## src/rtl/move_swap_engine.sv

```systemverilog
// move_swap_engine: resolves two direct/indirect operands through a single-port memory and swaps the addressed words
module move_swap_engine #(
  parameter int ADDR_W = 8,
  parameter int DATA_W = 32,
  parameter int NFLAGS = 8,
  parameter int SEL_W = 3
) (
  input  logic              clk,
  input  logic              reset,
  input  logic              cmd_valid,
  output logic              cmd_ready,
  input  logic [ADDR_W-1:0] cmd_addr1,
  input  logic [ADDR_W-1:0] cmd_addr2,
  input  logic              cmd_ptr1,
  input  logic              cmd_ptr2,
  input  logic              cmd_cond_en,
  input  logic [SEL_W-1:0]  cmd_cond_sel,
  input  logic              cmd_cond_pol,
  input  logic [NFLAGS-1:0] flags_in,
  output logic              mem_req,
  output logic              mem_we,
  output logic [ADDR_W-1:0] mem_addr,
  output logic [DATA_W-1:0] mem_wdata,
  input  logic [DATA_W-1:0] mem_rdata,
  output logic              done_valid,
  input  logic              done_ready,
  output logic              done_skipped
);
  localparam logic [3:0] IDLE = 4'd0, P1_RD = 4'd1, P1_CAP = 4'd2, P2_RD = 4'd3, P2_CAP = 4'd4,
                         D1_RD = 4'd5, D1_CAP = 4'd6, D2_RD = 4'd7, D2_CAP = 4'd8,
                         WR1 = 4'd9, WR2 = 4'd10, RESP = 4'd11;
  logic [3:0] state;
  logic [ADDR_W-1:0] a1, a2;
  logic [DATA_W-1:0] d1, d2;
  logic p2, skipped, cond_true;
  always_comb cond_true = !cmd_cond_en ||
                          (int'(cmd_cond_sel) < NFLAGS && flags_in[cmd_cond_sel] == cmd_cond_pol);
  // a1/a2 hold the operand addresses until a pointer capture replaces them with the resolved location
  always_ff @(posedge clk)
    if (reset) begin
      state <= IDLE;
    end else begin
      case (state)
        IDLE: if (cmd_valid) begin
          a1 <= cmd_addr1;
          a2 <= cmd_addr2;
          p2 <= cmd_ptr2;
          skipped <= !cond_true;
          state <= !cond_true ? RESP : cmd_ptr1 ? P1_RD : cmd_ptr2 ? P2_RD : D1_RD;
        end
        P1_CAP: begin
          a1 <= mem_rdata[ADDR_W-1:0];
          state <= p2 ? P2_RD : D1_RD;
        end
        P2_CAP: begin
          a2 <= mem_rdata[ADDR_W-1:0];
          state <= D1_RD;
        end
        D1_CAP: begin
          d1 <= mem_rdata;
          state <= D2_RD;
        end
        D2_CAP: begin
          d2 <= mem_rdata;
          state <= WR1;
        end
        RESP: if (done_ready) state <= IDLE;
        default: state <= state + 4'd1;
      endcase
    end
  always_comb begin
    cmd_ready = state == IDLE && !reset;
    mem_req = state inside {P1_RD, P2_RD, D1_RD, D2_RD, WR1, WR2};
    mem_we = state inside {WR1, WR2};
    mem_addr = state inside {P1_RD, D1_RD, WR1} ? a1 : state inside {P2_RD, D2_RD, WR2} ? a2 : '0;
    mem_wdata = state == WR1 ? d2 : state == WR2 ? d1 : '0;
    done_valid = state == RESP;
    done_skipped = done_valid && skipped;
  end
endmodule
```

## config.mk

```make
export PLATFORM = sky130hd
export DESIGN_NAME = move_swap_engine
export DESIGN_NICKNAME = d
export VERILOG_FILES = /design/src/rtl/move_swap_engine.sv
export SDC_FILE = /design/constraint.sdc
export NUM_CORES = 1
export LEC_CHECK = 0
export CAP_MARGIN = 20
export CORE_ASPECT_RATIO = 1.5
export CORE_UTILIZATION = 38
export CTS_CLUSTER_SIZE = 24
export DETAILED_ROUTE_END_ITERATION = 16
export PLACE_DENSITY = 0.76
export SLEW_MARGIN = 20
export SYNTH_ARGS = -nofsm -noshare
export SYNTH_HDL_FRONTEND = slang
export SYNTH_SLANG_ARGS = --single-unit
```

## constraint.sdc

```tcl
create_clock -name clk -period 8.3 [get_ports clk]
set_input_delay 2.49 -clock clk [delete_from_list [all_inputs] [get_ports clk]]
set_output_delay 2.49 -clock clk [all_outputs]
set_load 0.02 [all_outputs]
```

==> results of run 1 <==
[flip-flops by register name (all words and copies together) (netlist names)]
register and cells:
p2 1, skipped 1, a1 8, state 4
d1 32, a2 8, d2 32
[final timing paths]
kind             from         to  slack (ns)  depth (start not counted)
max             reset  cmd_ready        1.91                          3
min          state[1]   state[1]        0.60                          2
max reg2reg  state[0]      a1[5]        5.41                          5
min reg2reg  state[1]   state[1]        0.60                          2
[critical path, delay by kind of cell]
kind / cells / cell delay, ns
buffers and inverters: 2 / 1.23
AND/OR/NAND/NOR: 1 / 0.19
[power by group through the flow]
stage	sequential, mW	combinational (mW)	clock (mW)
2_1_floorplan	0.557	0.302	0
3_3_place_gp	0.575	0.467	0
3_5_place_dp	0.579	0.471	0
4_1_cts	0.570	0.472	0.369
5_1_grt	0.575	0.506	0.384
6_report	0.571	0.469	0.363
[metal layers]
layer | global-route usage | part of all wire | routed length (microns) | up-vias
met5 | 0 | 0 | 0 | -
met4 | 0.09483 | 0.029 | 229 | 0
met3 | 0.04206 | 0.055 | 437 | 20
met2 | 0.2859 | 0.54 | 4323 | 101
met1 | 0.1736 | 0.38 | 3020 | 1226
li1 | - | - | - | 1194
[through the flow]
| step | power [mW] | utilization | cells |
|---|---|---|---|
| 3_3_place_gp | 1.042 | 0.5184 | 454 |
| 5_1_grt | 1.465 | 0.5469 | 470 |
| 2_1_floorplan | 0.8587 | - | 239 |
| 4_1_cts | 1.411 | 0.5469 | 470 |
| 6_report | 1.402 | 0.5469 | 470 |
| 3_5_place_dp | 1.049 | 0.5184 | 454 |
[cells by family after synthesis]
kind of cell	Yosys count	share of synthesized area
flip-flops	86	0.6803
buffers and inverters	19	0.01975
AND/OR/NAND/NOR	45	0.07533
multiplexers	22	0.07131
adder cells (fa/ha/maj)	4	0.01339
XOR/XNOR	2	0.004688
AO/OA/AOI/OAI	61	0.1353
[final cells by class]
type                            count  area [sq um]
Clock buffer                        9         225.2
Tap cell                          115         143.9
Timing Repair Buffer              115          1141
Fill cell                         777          4365
Inverter                            4         15.01
Multi-Input combinational cell    134          1152
Clock inverter                      7         48.80
Sequential cell                    86          2542
[layout by cell type, fill, tap and decap left out, drive strengths merged, types with 2 or more instances in the layout]
master         count
clkdlybuf4s50    111
edfxtp            82
a22o              40
mux2              17
nor2              10
clkbuf             9
nor3b              7
nand2              5
inv                5
clkinv             5
a21oi              4
a211oi             4
ha                 4
buf                4
dfxtp              4
mux2i              3
nand3              2
nor2b              2
and2               2
nand3b             2
mux4               2
or3                2
a21o               2
a31oi              2
o221ai             2
nand4              2
or3b               2
nor4b              2
nor4bb             2
==> results by group, run 1 <==
Status
  – Status: completed

Die
  – Die X: 82.98 microns
  – Die Footprint: 10240 sq um
  – Initial Utilization: 0.3879
  – # rows: 44
  – IO Pins: 112
  – Core ar.: 9634 sq um
  – Die Y: 123.5 microns

Worst hold path
  – Hold Crit Class: reg -> reg

Logic synthesis
  – Most common cell in the netlist: edfxtp_1
  – Synth area leaders: edfxtp_1 66%, a22o_1 9.4%, mux2_2 5.1%
  – Number of synthesized register bits: 86
  – Mapped Cells: 239
  – Netlist cell types: 44
  – Net Count, Synth: 310
  – Post-synth top area cell: edfxtp_1
  – Asr flop ratio synth: 0
  – Post-synthesis sequential area ratio: 0.6803
  – Ys Warns: 0
  – Area share of the largest cell type after synthesis: 0.6589
  – Synth Flop Type: edfxtp_1
  – Post-synthesis cell area: 3737 sq um
  – Syn avg cell area: 15.64 sq um
  – Most frequent cells after synthesis: 82 x edfxtp_1, 40 x a22o_1, 17 x mux2_2
  – Post-synth EDFFs: 82

Critical path
  – Most frequent CP cell: clkdlybuf4s50_1
  – Critical path arrival: 3.90 ns
  – Worst EP required: 5.81 ns
  – Max FO, Critical Path: 10
  – Critical-path cell list: clkdlybuf4s50_1 -> nor2_1 -> clkdlybuf4s50_1
  – Crit Path Class: in -> out
  – Critical Path Sink Type: output port
  – Critical path launch point type: primary input
  – Critical Path Max Stage Delay: 0.62 ns
  – Slowest cell on the critical path: clkdlybuf4s50_1

CTS
  – Total CTS buffers: 9
  – Clock root buffer: clkbuf_16
  – Skew-Pair Late Insertion Delay: 0.33 ns
  – Clock sink count: 86
  – CTS Hold Buffers Added: 0
  – Clock H-tree levels: 3
  – Post-CTS setup repair buffer count: 0
  – CTS clk-pin slew, worst paths: 0.06 ns
  – Clock Tree Buf Depth: 2
  – CTS tree: done
  – Post-CTS Resized: 0

STA
  – Peak Freq: 0.1564 GHz
  – RSZ-0062 raised after global routing: false
  – Final slew viol count: 0
  – Endpoints failing setup: 0
  – Final Hold Slack: 0.6029 ns
  – Final Hold Vio Count: 0
  – Worst Max-Slew Pin Slew: 0.9932 ns
  – Setup TNS: 0 ns
  – Final min period: 6.395 ns
  – Fin Clk Skew: 0.005303 ns
  – Rel. slew slack: 0.3362
  – Fin worst setup slack: 1.905 ns
  – Crit share post-route: 0.7705

Power
  – Clock power share: 0.259
  – Flop pwr share: 0.407
  – Pwr Density: 266.1 nW/um^2
  – Switching power total: 0.4393 mW
  – Switching Share: 0.3133
  – Combinational power share: 0.335
  – Internal: 0.9630 mW
  – Lkg Pwr: 1.761 nW
  – Maximum VDD drop: 0.1808 mV

Place
  – Hpwl dp: 5601 microns
  – Post-Place Worst Slack: 1.908 ns
  – I/O Buffers: 111
  – Routability Congestion: 0.8801
  – Post-DP Area: 4995 sq um

Final layout
  – Total inserted antenna cells: 0
  – Final Cell Area: 5269 sq um
  – Final nets: 421
  – Area added between synthesis and finish: 40.98%
  – Layout cells sized above 1: 0.1296

Global routing
  – Gr usage total: 0.1611
  – First-pass GRT wire length: 12600 microns
  – Largest net degree at the start of global routing: 33
  – Vias in the first global route: 2530
  – GRT overflow: 0
  – Antenna violations before repair: 0

Routing
  – First-pass detailed-route iteration total: 4
  – Via density: 5.406
  – Routed via count: 2541
  – Drt drc: 0
  – Final ANT Viol Nets: 0
  – Drt wl/cell: 17.04 microns
  – Post-Route WL: 8010 microns
  – First DRT Iteration DRCs: 105

Flow run
  – Maxcap violations: 0
Note: power is estimated with default switching activity, not from simulation.
==> run 2, diff against run 1 <==
--- a/config.mk
+++ b/config.mk
@@ -10,7 +10,7 @@
 export CORE_UTILIZATION = 38
 export CTS_CLUSTER_SIZE = 24
 export DETAILED_ROUTE_END_ITERATION = 16
-export PLACE_DENSITY = 0.76
+export PLACE_DENSITY = 0.78
 export SLEW_MARGIN = 20
 export SYNTH_ARGS = -nofsm -noshare
 export SYNTH_HDL_FRONTEND = slang
==> constraint.sdc (replaced) <==
create_clock -name clk -period 5.8 [get_ports clk]
set_input_delay 1.74 -clock clk [delete_from_list [all_inputs] [get_ports clk]]
set_output_delay 1.74 -clock clk [all_outputs]
set_load 0.02 [all_outputs]
==> results by group, run 2 (synthesis gave the netlist of run 1 again) <==
Status
  – Status: completed

Global routing
  – Antenna violations before repair: 0
  – GRT overflow: 0
  – First-pass GRT wire length: 12990 microns
  – Vias in the first global route: 2543
  – Gr usage total: 0.1661
  – Largest net degree at the start of global routing: 33

STA
  – Rel. slew slack: 0.3359
  – Crit share post-route: 0.8497
  – Setup TNS: 0 ns
  – Final slew viol count: 0
  – Peak Freq: 0.2029 GHz
  – Fin worst setup slack: 0.8716 ns
  – Fin Clk Skew: 0.004923 ns
  – RSZ-0062 raised after global routing: false
  – Endpoints failing setup: 0
  – Worst Max-Slew Pin Slew: 0.9935 ns
  – Final Hold Vio Count: 0
  – Final min period: 4.928 ns
  – Final Hold Slack: 0.5858 ns

Routing
  – Met1 WL: 3188 microns
  – Post-Route WL: 8297 microns
  – Wire length on met2: 4541 microns
  – Final ANT Viol Nets: 0
  – Met3 wire len: 391 microns
  – First-pass detailed-route iteration total: 4
  – Drt drc: 0
  – Max Used Layer: met4
  – First DRT Iteration DRCs: 126
  – Routed via count: 2544
  – Via density: 5.413
  – Drt wl/cell: 17.65 microns

CTS
  – Clock Tree Buf Depth: 2
  – Clock H-tree levels: 3
  – CTS Hold Buffers Added: 0
  – Clock root buffer: clkbuf_16
  – Skew-Pair Late Insertion Delay: 0.33 ns
  – Clock sink count: 86
  – Post-CTS setup repair buffer count: 0
  – Post-CTS Resized: 0
  – CTS clk-pin slew, worst paths: 0.06 ns
  – CTS tree: done
  – Total CTS buffers: 9

Die
  – Die Y: 123.5 microns
  – Die X: 82.98 microns
  – Initial Utilization: 0.3879
  – # rows: 44
  – Die Footprint: 10240 sq um
  – Core ar.: 9634 sq um
  – IO Pins: 112

Place
  – I/O Buffers: 111
  – Placed Instances: 454
  – Routability Congestion: 0.8022
  – Hpwl dp: 5765 microns
  – Post-Place Worst Slack: 0.8785 ns
  – Post-DP Area: 4995 sq um

Critical path
  – Critical Path Sink Type: output port
  – Critical path arrival: 3.19 ns
  – Max FO, Critical Path: 10
  – Worst EP required: 4.06 ns
  – Crit Path Class: in -> out
  – Critical path launch point type: primary input

Flow run
  – Maxcap violations: 0

Power
  – Final Total Pwr: 2.110 mW
  – Lkg Pwr: 1.788 nW
  – Pwr Density: 396.2 nW/um^2
  – Maximum VDD drop: 0.2233 mV

Final layout
  – Total inserted antenna cells: 0
  – Layout cells sized above 1: 0.1296
  – Area added between synthesis and finish: 42.52%
  – Final Cell Area: 5326 sq um
  – FILL cells: 758
  – Finished Layout Cells: 470
  – Top flop regs: d1: 32 flops, d2: 32 flops
  – Core Util, Final: 0.5529
  – Most frequent cells in the layout: 111 x clkdlybuf4s50_1, 82 x edfxtp_1, 40 x a22o_1
  – Final nets: 421
  – Most common cell after layout, fill and taps aside: clkdlybuf4s50_1

Worst hold path
  – Hold Crit Class: reg -> reg
[run 2: worst max-delay path: stages]
cell	delay, ns
clkdlybuf4s50_1	0.64
nor2_1	0.19
clkdlybuf4s50_1	0.61
[run 2: worst paths after layout]
path	start	end	slack, ns	cells past startpoint
worst max register to register	state[0]	a1[1]	2.83	5
worst min-delay path	state[0]	state[0]	0.59	2
worst min register to register	state[0]	state[0]	0.59	2
worst max-delay path	reset	cmd_ready	0.87	3
[run 2: metal layers]
layer / up-vias / global-route usage
met4: 0 / 0.08944
met3: 12 / 0.03071
li1: 1190 / -
met2: 99 / 0.3028
met1: 1243 / 0.1838
met5: - / 0
[run 2: power by group]
group          internal, mW  leakage [nW]  switching (mW)
combinational         0.325         0.850           0.349
clock                 0.384         0.162           0.237
sequential            0.763         0.776          0.0532
total                  1.47          1.79           0.639
[run 2: final cells by class]
class | instances | area, sq um | area share
sequential | 86 | 2542 | 0.4773
inverter | 4 | 15.01 | 0.002819
multi-input combinational | 134 | 1152 | 0.2164
tap | 115 | 143.9 | 0.02701
clock buffer | 9 | 225.2 | 0.04228
clock inverter | 7 | 106.4 | 0.01997
timing repair buffer | 115 | 1141 | 0.2142
==> run 3, diff against run 2 <==
--- a/config.mk
+++ b/config.mk
@@ -10,7 +10,7 @@
 export CORE_UTILIZATION = 38
 export CTS_CLUSTER_SIZE = 24
 export DETAILED_ROUTE_END_ITERATION = 16
-export PLACE_DENSITY = 0.78
+export PLACE_DENSITY = 0.76
 export SLEW_MARGIN = 20
 export SYNTH_ARGS = -nofsm -noshare
 export SYNTH_HDL_FRONTEND = slang
==> constraint.sdc (replaced) <==
create_clock -name clk -period 4.85 [get_ports clk]
set_input_delay 1.455 -clock clk [delete_from_list [all_inputs] [get_ports clk]]
set_output_delay 1.455 -clock clk [all_outputs]
set_load 0.02 [all_outputs]
==> results by group, run 3 (synthesis gave the netlist of run 1 again) <==
Global routing
  – Vias in the first global route: 2554
  – Met2 Track Usage GR: 0.2853
  – Met3 Usage GRT: 0.03071
  – GRT overflow: 0
  – Met1 GRT Util: 0.1820
  – Global route hottest layer: met2
  – Antenna violations before repair: 0
  – Gr usage total: 0.1604
  – Largest net degree at the start of global routing: 33
  – First-pass GRT wire length: 12500 microns

Die
  – Initial Utilization: 0.3879
  – Core ar.: 9634 sq um
  – IO Pins: 112
  – # rows: 44
  – Die X: 82.98 microns
  – Die Y: 123.5 microns
  – Die Footprint: 10240 sq um

STA
  – Rel. slew slack: 0.3914
  – Endpoints failing setup: 0
  – Fin Clk Skew: 0.009587 ns
  – Final slew viol count: 0
  – Final Hold Vio Count: 0
  – Final min period: 4.154 ns
  – Setup TNS: 0 ns
  – Crit share post-route: 0.8565
  – RSZ-0062 raised after global routing: false
  – Worst Max-Slew Pin Slew: 0.9105 ns
  – Peak Freq: 0.2407 GHz

Status
  – Status: completed

CTS
  – Post-CTS Resized: 0
  – CTS clk-pin slew, worst paths: 0.06 ns
  – Skew-Pair Late Insertion Delay: 0.34 ns
  – Clock sink count: 86
  – Clock Tree Buf Depth: 2
  – Clock H-tree levels: 3
  – Post-CTS setup repair buffer count: 0
  – CTS tree: done
  – Clock root buffer: clkbuf_16
  – Total CTS buffers: 9
  – CTS Hold Buffers Added: 0

Critical path
  – Critical path arrival: 2.70 ns
  – Critical-path cell list: ha_1 -> a22oi_1 -> nor2_1 -> a22o_1 -> clkdlybuf4s50_1
  – Buf/Inv on CP: 1
  – Critical Path Sink Type: output port
  – Critical path launch point type: register
  – Slowest cell on the critical path: clkdlybuf4s50_1
  – Crit Path Class: reg -> out
  – Critical Path Max Stage Delay: 0.64 ns
  – CP delay by family, top: buffers and inverters
  – Max FO, Critical Path: 10
  – Worst EP required: 3.39 ns

Routing
  – Final ANT Viol Nets: 0
  – Drt drc: 0
  – Via density: 5.349
  – First-pass detailed-route iteration total: 4
  – Drt wl/cell: 16.99 microns
  – Post-Route WL: 8035 microns
  – Routed via count: 2530
  – First DRT Iteration DRCs: 136

Final layout
  – Multi-input logic area: 1152 sq um
  – Top flop regs: d1: 32 flops, d2: 32 flops
  – Most frequent cells in the layout: 111 x clkdlybuf4s50_1, 82 x edfxtp_1, 40 x a22o_1
  – Layout cells sized above 1: 0.1313
  – Storage element area: 2542 sq um
  – Most common cell after layout, fill and taps aside: clkdlybuf4s50_1
  – Total inserted antenna cells: 0
  – Area added between synthesis and finish: 41.98%
  – Final nets: 424
  – FILL cells: 752

Flow run
  – Maxcap violations: 0

Place
  – Hpwl dp: 5563 microns
  – I/O Buffers: 111
  – Routability Congestion: 0.7820

Power
  – Pwr Density: 461.4 nW/um^2
  – Lkg Pwr: 1.781 nW
  – Maximum VDD drop: 0.2600 mV
  – Final Total Pwr: 2.448 mW

Worst hold path
  – Hold Crit Class: reg -> reg
==> run 3: cell count changes in the layout (fill, tap and decap cells not counted) <==
cell / change
inv_8: -1
clkinv_1: +2
buf_4: +3
clkinv_2: +2
clkinv_4: -3
clkinvlp_4: +1
bufinv_16: -1
==> run 3: per-layer routing <==
layer	vias to the layer above	wire length (microns)
met4	0	206
li1	1196	-
met2	87	4393
met3	15	304
met5	-	0
met1	1232	3131
==> run 3: worst paths after layout <==
kind / slack (ns) / from / cells after the start / end
worst max register to register: 2.01 / state[0] / 5 / a1[4]
worst max-delay path: 0.70 / state[0] / 5 / mem_addr[3]
worst min register to register: 0.57 / state[0] / 2 / state[0]
worst min-delay path: 0.57 / state[0] / 2 / state[0]
==> run 3: cell type report <==
cell class                      count  area share
Sequential cell                    86      0.4791
Timing Repair Buffer              118      0.2193
Multi-Input combinational cell    134      0.2172
Clock buffer                        9     0.04244
Tap cell                          115     0.02712
Clock inverter                      7     0.01203
Inverter                            4    0.002830
==> run 3: power breakdown <==
part	switching [mW]	internal, mW	total, mW
registers	0.0427	0.912	0.955
clock network	0.270	0.395	0.665
logic	0.431	0.397	0.828
total	0.744	1.70	2.45
==> run 3: worst reg2reg max path: cells and delay by family, from the launching register on <==
kind / cells / cell delay, ns
compound gates: 1 / 0.72
fa+ha+maj: 1 / 0.37
buf+inv: 1 / 0.15
flops: 1 / 0.38
simple gates: 2 / 0.84
==> run 3: per-stage QoR <==
stage                     utilization  area, sq um  hold slack (ns)  cells  setup slack, ns
after global routing           0.5508         5306           0.5994    473           0.4568
after detailed placement       0.5208         5017           0.5599    457           0.8211
after CTS                      0.5508         5306           0.5712    473           0.6787
final                          0.5508         5306           0.5700    473           0.6962
after floorplan                     -         3744           0.5141    239           0.2999
after global placement         0.5208         5017           0.5395    457           0.8124
